[src/rtl/risc16_pkg.sv]
// Shared types and constants for the RISC16 front end: PC/instruction widths,
// fetch FSM states and the {pc, instr} entry carried from fetch to decode.
package risc16_pkg;

  localparam int PC_W    = 16;
  localparam int INSTR_W = 16;

  typedef enum logic [1:0] {
    IDLE,
    RUN,
    HALTED,
    FAULT
  } fetch_state_t;

  typedef struct packed {
    logic [PC_W-1:0]    pc;
    logic [INSTR_W-1:0] instr;
  } fetch_entry_t;

  // Instructions are halfword aligned, so bit 0 of any target is dropped.
  function automatic logic [PC_W-1:0] align_pc(input logic [PC_W-1:0] addr);
    return addr & ~PC_W'(1);
  endfunction

  function automatic logic pc_in_imem(input logic [PC_W-1:0] addr, input int depth);
    return 32'(addr >> 1) < depth;
  endfunction

endpackage

[src/rtl/fetch_fifo.sv]
// Small synchronous FIFO of fetch entries between fetch and decode.
// Flush wins over push and pop; a push is accepted when full only alongside a pop.
module fetch_fifo
  import risc16_pkg::*;
#(
  parameter int BUF_DEPTH = 2
) (
  input  logic         clk,
  input  logic         rst_n,
  input  logic         push,
  input  fetch_entry_t push_entry,
  input  logic         pop,
  input  logic         flush,
  output logic         full,
  output logic         empty,
  output fetch_entry_t head
);

  localparam int PTR_W = (BUF_DEPTH > 1) ? $clog2(BUF_DEPTH) : 1;
  localparam int CNT_W = $clog2(BUF_DEPTH) + 1;
  localparam logic [CNT_W-1:0] FULL_CNT = CNT_W'(BUF_DEPTH);

  fetch_entry_t     mem [BUF_DEPTH];
  logic [PTR_W-1:0] rd_ptr;
  logic [PTR_W-1:0] wr_ptr;
  logic [CNT_W-1:0] count;
  logic             do_push;
  logic             do_pop;

  assign full    = (count == FULL_CNT);
  assign empty   = (count == '0);
  assign do_pop  = pop && !empty;
  assign do_push = push && (!full || do_pop);
  assign head    = mem[rd_ptr];

  always_ff @(posedge clk or negedge rst_n) begin
    if (!rst_n) begin
      rd_ptr <= '0;
      wr_ptr <= '0;
      count  <= '0;
      for (int i = 0; i < BUF_DEPTH; i++) begin
        mem[i] <= '0;
      end
    end else if (flush) begin
      rd_ptr <= '0;
      wr_ptr <= '0;
      count  <= '0;
    end else begin
      if (do_push) begin
        mem[wr_ptr] <= push_entry;
        wr_ptr      <= wr_ptr + PTR_W'(1);
      end
      if (do_pop) begin
        rd_ptr <= rd_ptr + PTR_W'(1);
      end
      case ({do_push, do_pop})
        2'b10:   count <= count + CNT_W'(1);
        2'b01:   count <= count - CNT_W'(1);
        default: count <= count;
      endcase
    end
  end

endmodule

[src/rtl/instr_fetch_ctrl.sv]
// Instruction fetch controller: owns the PC, fetches from the 16-bit imem and
// queues {pc, instr} for decode. Optional perf counters: FETCH_PERF_CNT_EN.
module instr_fetch_ctrl
  import risc16_pkg::*;
#(
  parameter int              IMEM_DEPTH = 15,
  parameter int              BUF_DEPTH  = 2,
  parameter logic [PC_W-1:0] RESET_PC   = 16'h0000
) (
  input  logic               clk,
  input  logic               rst_n,
  output logic [PC_W-1:0]    imem_pc,
  input  logic [INSTR_W-1:0] imem_instr,
  input  logic               redirect_valid,
  input  logic [PC_W-1:0]    redirect_pc,
  input  logic               halt,
  input  logic               resume,
  output logic               out_valid,
  input  logic               out_ready,
  output logic [INSTR_W-1:0] out_instr,
  output logic [PC_W-1:0]    out_pc,
  output logic               fault,
`ifdef FETCH_PERF_CNT_EN
  output logic               busy,
  output logic [31:0]        perf_fetch,
  output logic [31:0]        perf_stall
`else
  output logic               busy
`endif
);

  fetch_state_t    state;
  logic [PC_W-1:0] pc;
  logic            fault_q;
  logic            busy_q;
  logic            fifo_full;
  logic            fifo_empty;
  logic            pop;
  logic            push;
  logic            flush;
  logic            pc_ok;
  logic            target_ok;
  logic [PC_W-1:0] target;
  fetch_entry_t    push_entry;
  fetch_entry_t    head;

  assign target     = align_pc(redirect_pc);
  assign pc_ok      = pc_in_imem(pc, IMEM_DEPTH);
  assign target_ok  = pc_in_imem(target, IMEM_DEPTH);
  assign flush      = redirect_valid && (state != IDLE);
  assign pop        = out_valid && out_ready;
  assign push       = (state == RUN) && !redirect_valid && !halt && pc_ok &&
                      (!fifo_full || pop);
  assign push_entry = '{pc: pc, instr: imem_instr};

  assign imem_pc   = pc;
  assign out_valid = !fifo_empty;
  assign out_pc    = head.pc;
  assign out_instr = head.instr;
  assign fault     = fault_q;
  assign busy      = busy_q;

  // Redirect outranks halt, resume and fault detection in every non-IDLE state.
  always_ff @(posedge clk or negedge rst_n) begin
    if (!rst_n) begin
      state   <= IDLE;
      pc      <= RESET_PC;
      fault_q <= 1'b0;
      busy_q  <= 1'b0;
    end else begin
      case (state)
        IDLE: begin
          state  <= RUN;
          busy_q <= 1'b1;
        end
        RUN: begin
          if (redirect_valid) begin
            pc <= target;
          end else if (halt) begin
            state  <= HALTED;
            busy_q <= 1'b0;
          end else if (!pc_ok) begin
            state   <= FAULT;
            busy_q  <= 1'b0;
            fault_q <= 1'b1;
          end else if (push) begin
            pc <= pc + PC_W'(2);
          end
        end
        HALTED: begin
          if (redirect_valid) begin
            pc <= target;
          end else if (resume && !halt) begin
            state  <= RUN;
            busy_q <= 1'b1;
          end
        end
        FAULT: begin
          if (redirect_valid) begin
            pc <= target;
            if (target_ok) begin
              state   <= RUN;
              fault_q <= 1'b0;
              busy_q  <= 1'b1;
            end
          end
        end
        default: begin
          state   <= IDLE;
          fault_q <= 1'b0;
          busy_q  <= 1'b0;
        end
      endcase
    end
  end

  fetch_fifo #(
    .BUF_DEPTH(BUF_DEPTH)
  ) u_fifo (
    .clk       (clk),
    .rst_n     (rst_n),
    .push      (push),
    .push_entry(push_entry),
    .pop       (pop),
    .flush     (flush),
    .full      (fifo_full),
    .empty     (fifo_empty),
    .head      (head)
  );

`ifdef FETCH_PERF_CNT_EN
  // Saturating counters: pushes, and RUN cycles blocked by a full, undrained FIFO.
  always_ff @(posedge clk or negedge rst_n) begin
    if (!rst_n) begin
      perf_fetch <= '0;
      perf_stall <= '0;
    end else begin
      if (push && (perf_fetch != '1)) begin
        perf_fetch <= perf_fetch + 32'd1;
      end
      if ((state == RUN) && fifo_full && !pop && (perf_stall != '1)) begin
        perf_stall <= perf_stall + 32'd1;
      end
    end
  end
`endif

endmodule
[config.mk]
export PLATFORM = sky130hd
export DESIGN_NAME = instr_fetch_ctrl
export DESIGN_NICKNAME = d
export VERILOG_FILES = /design/src/rtl/risc16_pkg.sv /design/src/rtl/fetch_fifo.sv /design/src/rtl/instr_fetch_ctrl.sv
export SDC_FILE = /design/constraint.sdc
export NUM_CORES = 1
export LEC_CHECK = 0
export CAP_MARGIN = 20
export CORE_MARGIN = 3
export CORE_UTILIZATION = 50
export CTS_CLUSTER_DIAMETER = 150
export DETAILED_ROUTE_END_ITERATION = 6
export DONT_BUFFER_PORTS = 1
export PLACE_DENSITY_LB_ADDON = 0.1
export SLEW_MARGIN = 10
export SYNTH_ARGS = -nofsm -noshare
export SYNTH_HDL_FRONTEND = slang
export SYNTH_SLANG_ARGS = --single-unit
[constraint.sdc]
create_clock -name clk -period 2.4 [get_ports clk]
set_clock_uncertainty 0.15 [all_clocks]
set_input_delay 0.72 -clock clk [delete_from_list [all_inputs] [get_ports clk]]
set_output_delay 0.72 -clock clk [all_outputs]
set_load 0.01 [all_outputs]
==> metrics.md, run 1 <==
| Metric | Value |
|---|---|
| Run status | `complete, but fails checks` |
| Failing checks | `hold timing` |
| Fin nets | `394` |
| Async S/R FF share, synth | `between 90% and 100%` |
| Post-Layout Cell Count | `459` |
| Worst path required time | `2.49 ns` |
| Largest net degree at the start of global routing | `86` |
| Peak fanout along the critical path | `8` |
| Layout cells sized above 1 | `a little under two fifths` |
| Yosys top cell by area | `dfrtp_1` |
| GR Overflow Total | `0` |
| Yosys cell types | `42` |
| Synth area leaders | `dfrtp_1 (54%), mux2_2 (21%), a21oi_1 (1.9%), and2_1 (1.9%), nor2_1 (1.9%)` |
| Yosys top cell area share | `53.7%` |
| Mapped Cells | `327` |
| Chip height | `95.0 µm` |
| DR vias | `approximately 2,600` |
| Final number of max-transition violations | `0` |
| Post-DR wirelength/cell | `18.2 µm` |
| I/O Pins | `89` |
| Kind of critical path | `reg -> reg` |
| Register area | `2130 µm²` |
| Initial antenna violation count | `0` |
| RePlAce Congestion | `between 0.7 and 0.8` |
| Seq/Total Area, Yosys | `53.7%` |
| Fill count | `637` |
| Multi-input gate area | `about 1700 µm²` |
| Worst min path class | `in -> async` |
| #FFs+latches synth | `85` |
| CP Data Arrival Time | `2.42 ns` |
| YS warnings | `0` |
| Port Buf Inserts | `0` |
| Minimum clock period | `2.34 ns` |
| Setup WS pre-CTS | `0.00961 ns` |
| Placed insts | `440` |
| Reg2reg end | `u_fifo.mem[38]` |
| Core ar. | `roughly 7400 µm²` |
| Reg-to-reg startpoint | `imem_pc[14]` |
| DRT iter0 DRCs | `100` |
| Max VDD drop | `559 µV` |
| Final WS setup | `0.0614 ns` |
| Final setup vio count | `0` |
| DRC | `0` |
| DP HPWL | `approximately 5700 µm` |
| Clk sink count | `85` |
| Worst R2R Path Depth | `7` |
| Critical path launch point type | `register` |
| Post-synth EDFFs | `0` |
| Antenna Cells | `0` |
| Post-synth design cell area | `roughly 4000 µm²` |
| CTS root buffer | `clkbuf_8` |
| Global-route wire length before repair | `13,700 µm` |
| Drt first pass iters | `4` |
| Crit end category | `register` |
| Synth cell count leaders | `dfrtp_1 (85), mux2_2 (75), nor2_1 (20)` |
| Row count | `31` |
| Vias in the first global route | `2,839` |
| Flop-to-flop setup slack | `just over 0.06 ns` |
| Hold Worst Slack | `-0.0873 ns` |
| CTS tree | `yes` |
| Power Density | `between 800 and 900 nW/µm²` |
| Area grow syn2layout | `14.1%` |
| Clock buffer depth | `2` |
| Routed Antenna Nets | `0` |
| Max_cap viols | `0` |
| Die Wd | `95.0 µm` |
| Final TNS setup | `0 ns` |
| Clk pin slew, worst setup/hold paths | `0.09 ns` |
| Initial Util | `53.2%` |
| H-Tree Depth | `3` |
| Final period util | `97.4%` |
| Hold Violations, Final | `85` |
| Standby leakage power | `2.15 nW` |
| Fmax | `428 MHz` |
| Total CTS buffers | `9` |
| Die area | `9020 µm²` |
| Avg Vias per Cell | `5.64` |
| Total GRT Usage | `19.6%` |
| Ys flop type | `dfrtp_1` |
| Worst-skew pair later-pin latency | `roughly 0.34 ns` |
| Drt total wl | `approximately 8300 µm` |
| Syn_area_per_cell | `12.1 µm²` |
| Most frequent cell after synthesis | `dfrtp_1` |
[report_power, final]
| part | total, mW | switching, mW | internal [mW] |
|---|---|---|---|
| Sequential | 1.72 | 0.126 | 1.59 |
| Clock | 1.08 | 0.531 | 0.551 |
| Combinational | 1.11 | 0.632 | 0.475 |
| Total | 3.91 | 1.29 | 2.62 |
[placed cells by master (no fill, tap or decap), types with 3 or more instances in the layout]
cell      count
inv_1         6
clkbuf_8     11
buf_4        32
mux2_2       75
o21ai_0      10
a31oi_1       6
mux2i_1       3
nor2_1       20
buf_12        3
nand4_1       7
and2_1       12
nor2b_1      12
dfrtp_1      85
o22ai_1       5
nand2_1      10
xnor2_1       3
nand3_1       8
a21oi_1      15
[cell families after synthesis]
kind of cell	after synthesis	share of synthesized area [%]
fa+ha+maj	1	0.316
simple gates	87	12.5
buf+inv	26	3.60
compound gates	45	6.80
flops	85	53.7
xor+xnor	4	0.885
other cells	1	0.0947
mux	78	22.1
[state kept, by name, summed over array words and instances, names as in the netlist]
signal and flops:
busy 1, u_fifo.rd_ptr 1, u_fifo.count 2, fault 1, state 2, u_fifo.mem 62, imem_pc 15, u_fifo.wr_ptr 1
[timing repair]
item	in CTS	in global routing
cloned	0	1
setup buffers	0	2
pin swaps	0	2
hold endpoints to repair	85	85
endpoints found under the setup margin	2	20
resized for setup	1	0
[metrics by stage]
step | utilization, % | instance area [µm²] | total power, mW | hold WS [ns]
after global placement | 56.9 | 4240 | 2.80 | 0.277
after global routing | 60.6 | 4520 | 4.14 | -0.124
after CTS | 59.9 | 4460 | 3.93 | -0.107
after floorplan | - | 3960 | 2.41 | 0.274
after detailed placement | 56.9 | 4240 | 2.83 | 0.277
final | 60.6 | 4520 | 3.91 | -0.0873
[worst max-delay path by stage]
stage / cells past startpoint / slack (ns) / to / start
CTS: 6 / 0.06 / u_fifo.mem[51] / imem_pc[14]
finish: 7 / 0.06 / u_fifo.mem[38] / imem_pc[14]
global route: 7 / -0.002 / u_fifo.mem[39] / imem_pc[14]
detailed placement: 6 / 0.01 / u_fifo.mem[51] / imem_pc[14]
floorplan: 7 / 0.04 / u_fifo.mem[0] / redirect_valid
global placement: 6 / 0.04 / u_fifo.mem[34] / imem_pc[14]
[cell type report]
| cell class | instances | share of cell area [%] |
|---|---|---|
| flip-flops and latches | 85 | 47.1 |
| inverters | 6 | 0.499 |
| multi-input cells | 217 | 37.6 |
| clock buffers | 11 | 3.35 |
| repair buffers | 36 | 7.20 |
| well taps | 99 | 2.74 |
| clock inverters | 5 | 1.47 |
[per-layer routing]
layer  wire, µm  GRT usage, %  part of all wire, %  up-vias
met5          0             0                    0        -
met4         93          6.49                  1.1        0
met3        585          5.90                  7.0        9
met2       4040          32.5                   48       67
met1       3620          24.6                   43     1294
li1           -             -                    -     1218
[worst max-delay path, cell delays in order, from the launching register on]
cell	delay, ns
dfrtp_1	0.40
nor4_2	0.33
nand4_1	0.18
or3_4	0.40
nor3_4	0.16
buf_12	0.14
clkbuf_16	0.14
mux2_2	0.33
Power figures use the tool's default switching activity.
==> run 2: changes to the inputs <==
Settings changed: HOLD_SLACK_MARGIN set to 0.15.
==> results of run 2 <==
The final DEF is identical to that of run 1; final timing and power are the same.
==> run 3: changes to the inputs <==
Settings changed: SLEW_MARGIN 10 to not set.
==> results of run 3 <==
The final DEF is identical to that of run 1; final timing and power are the same.
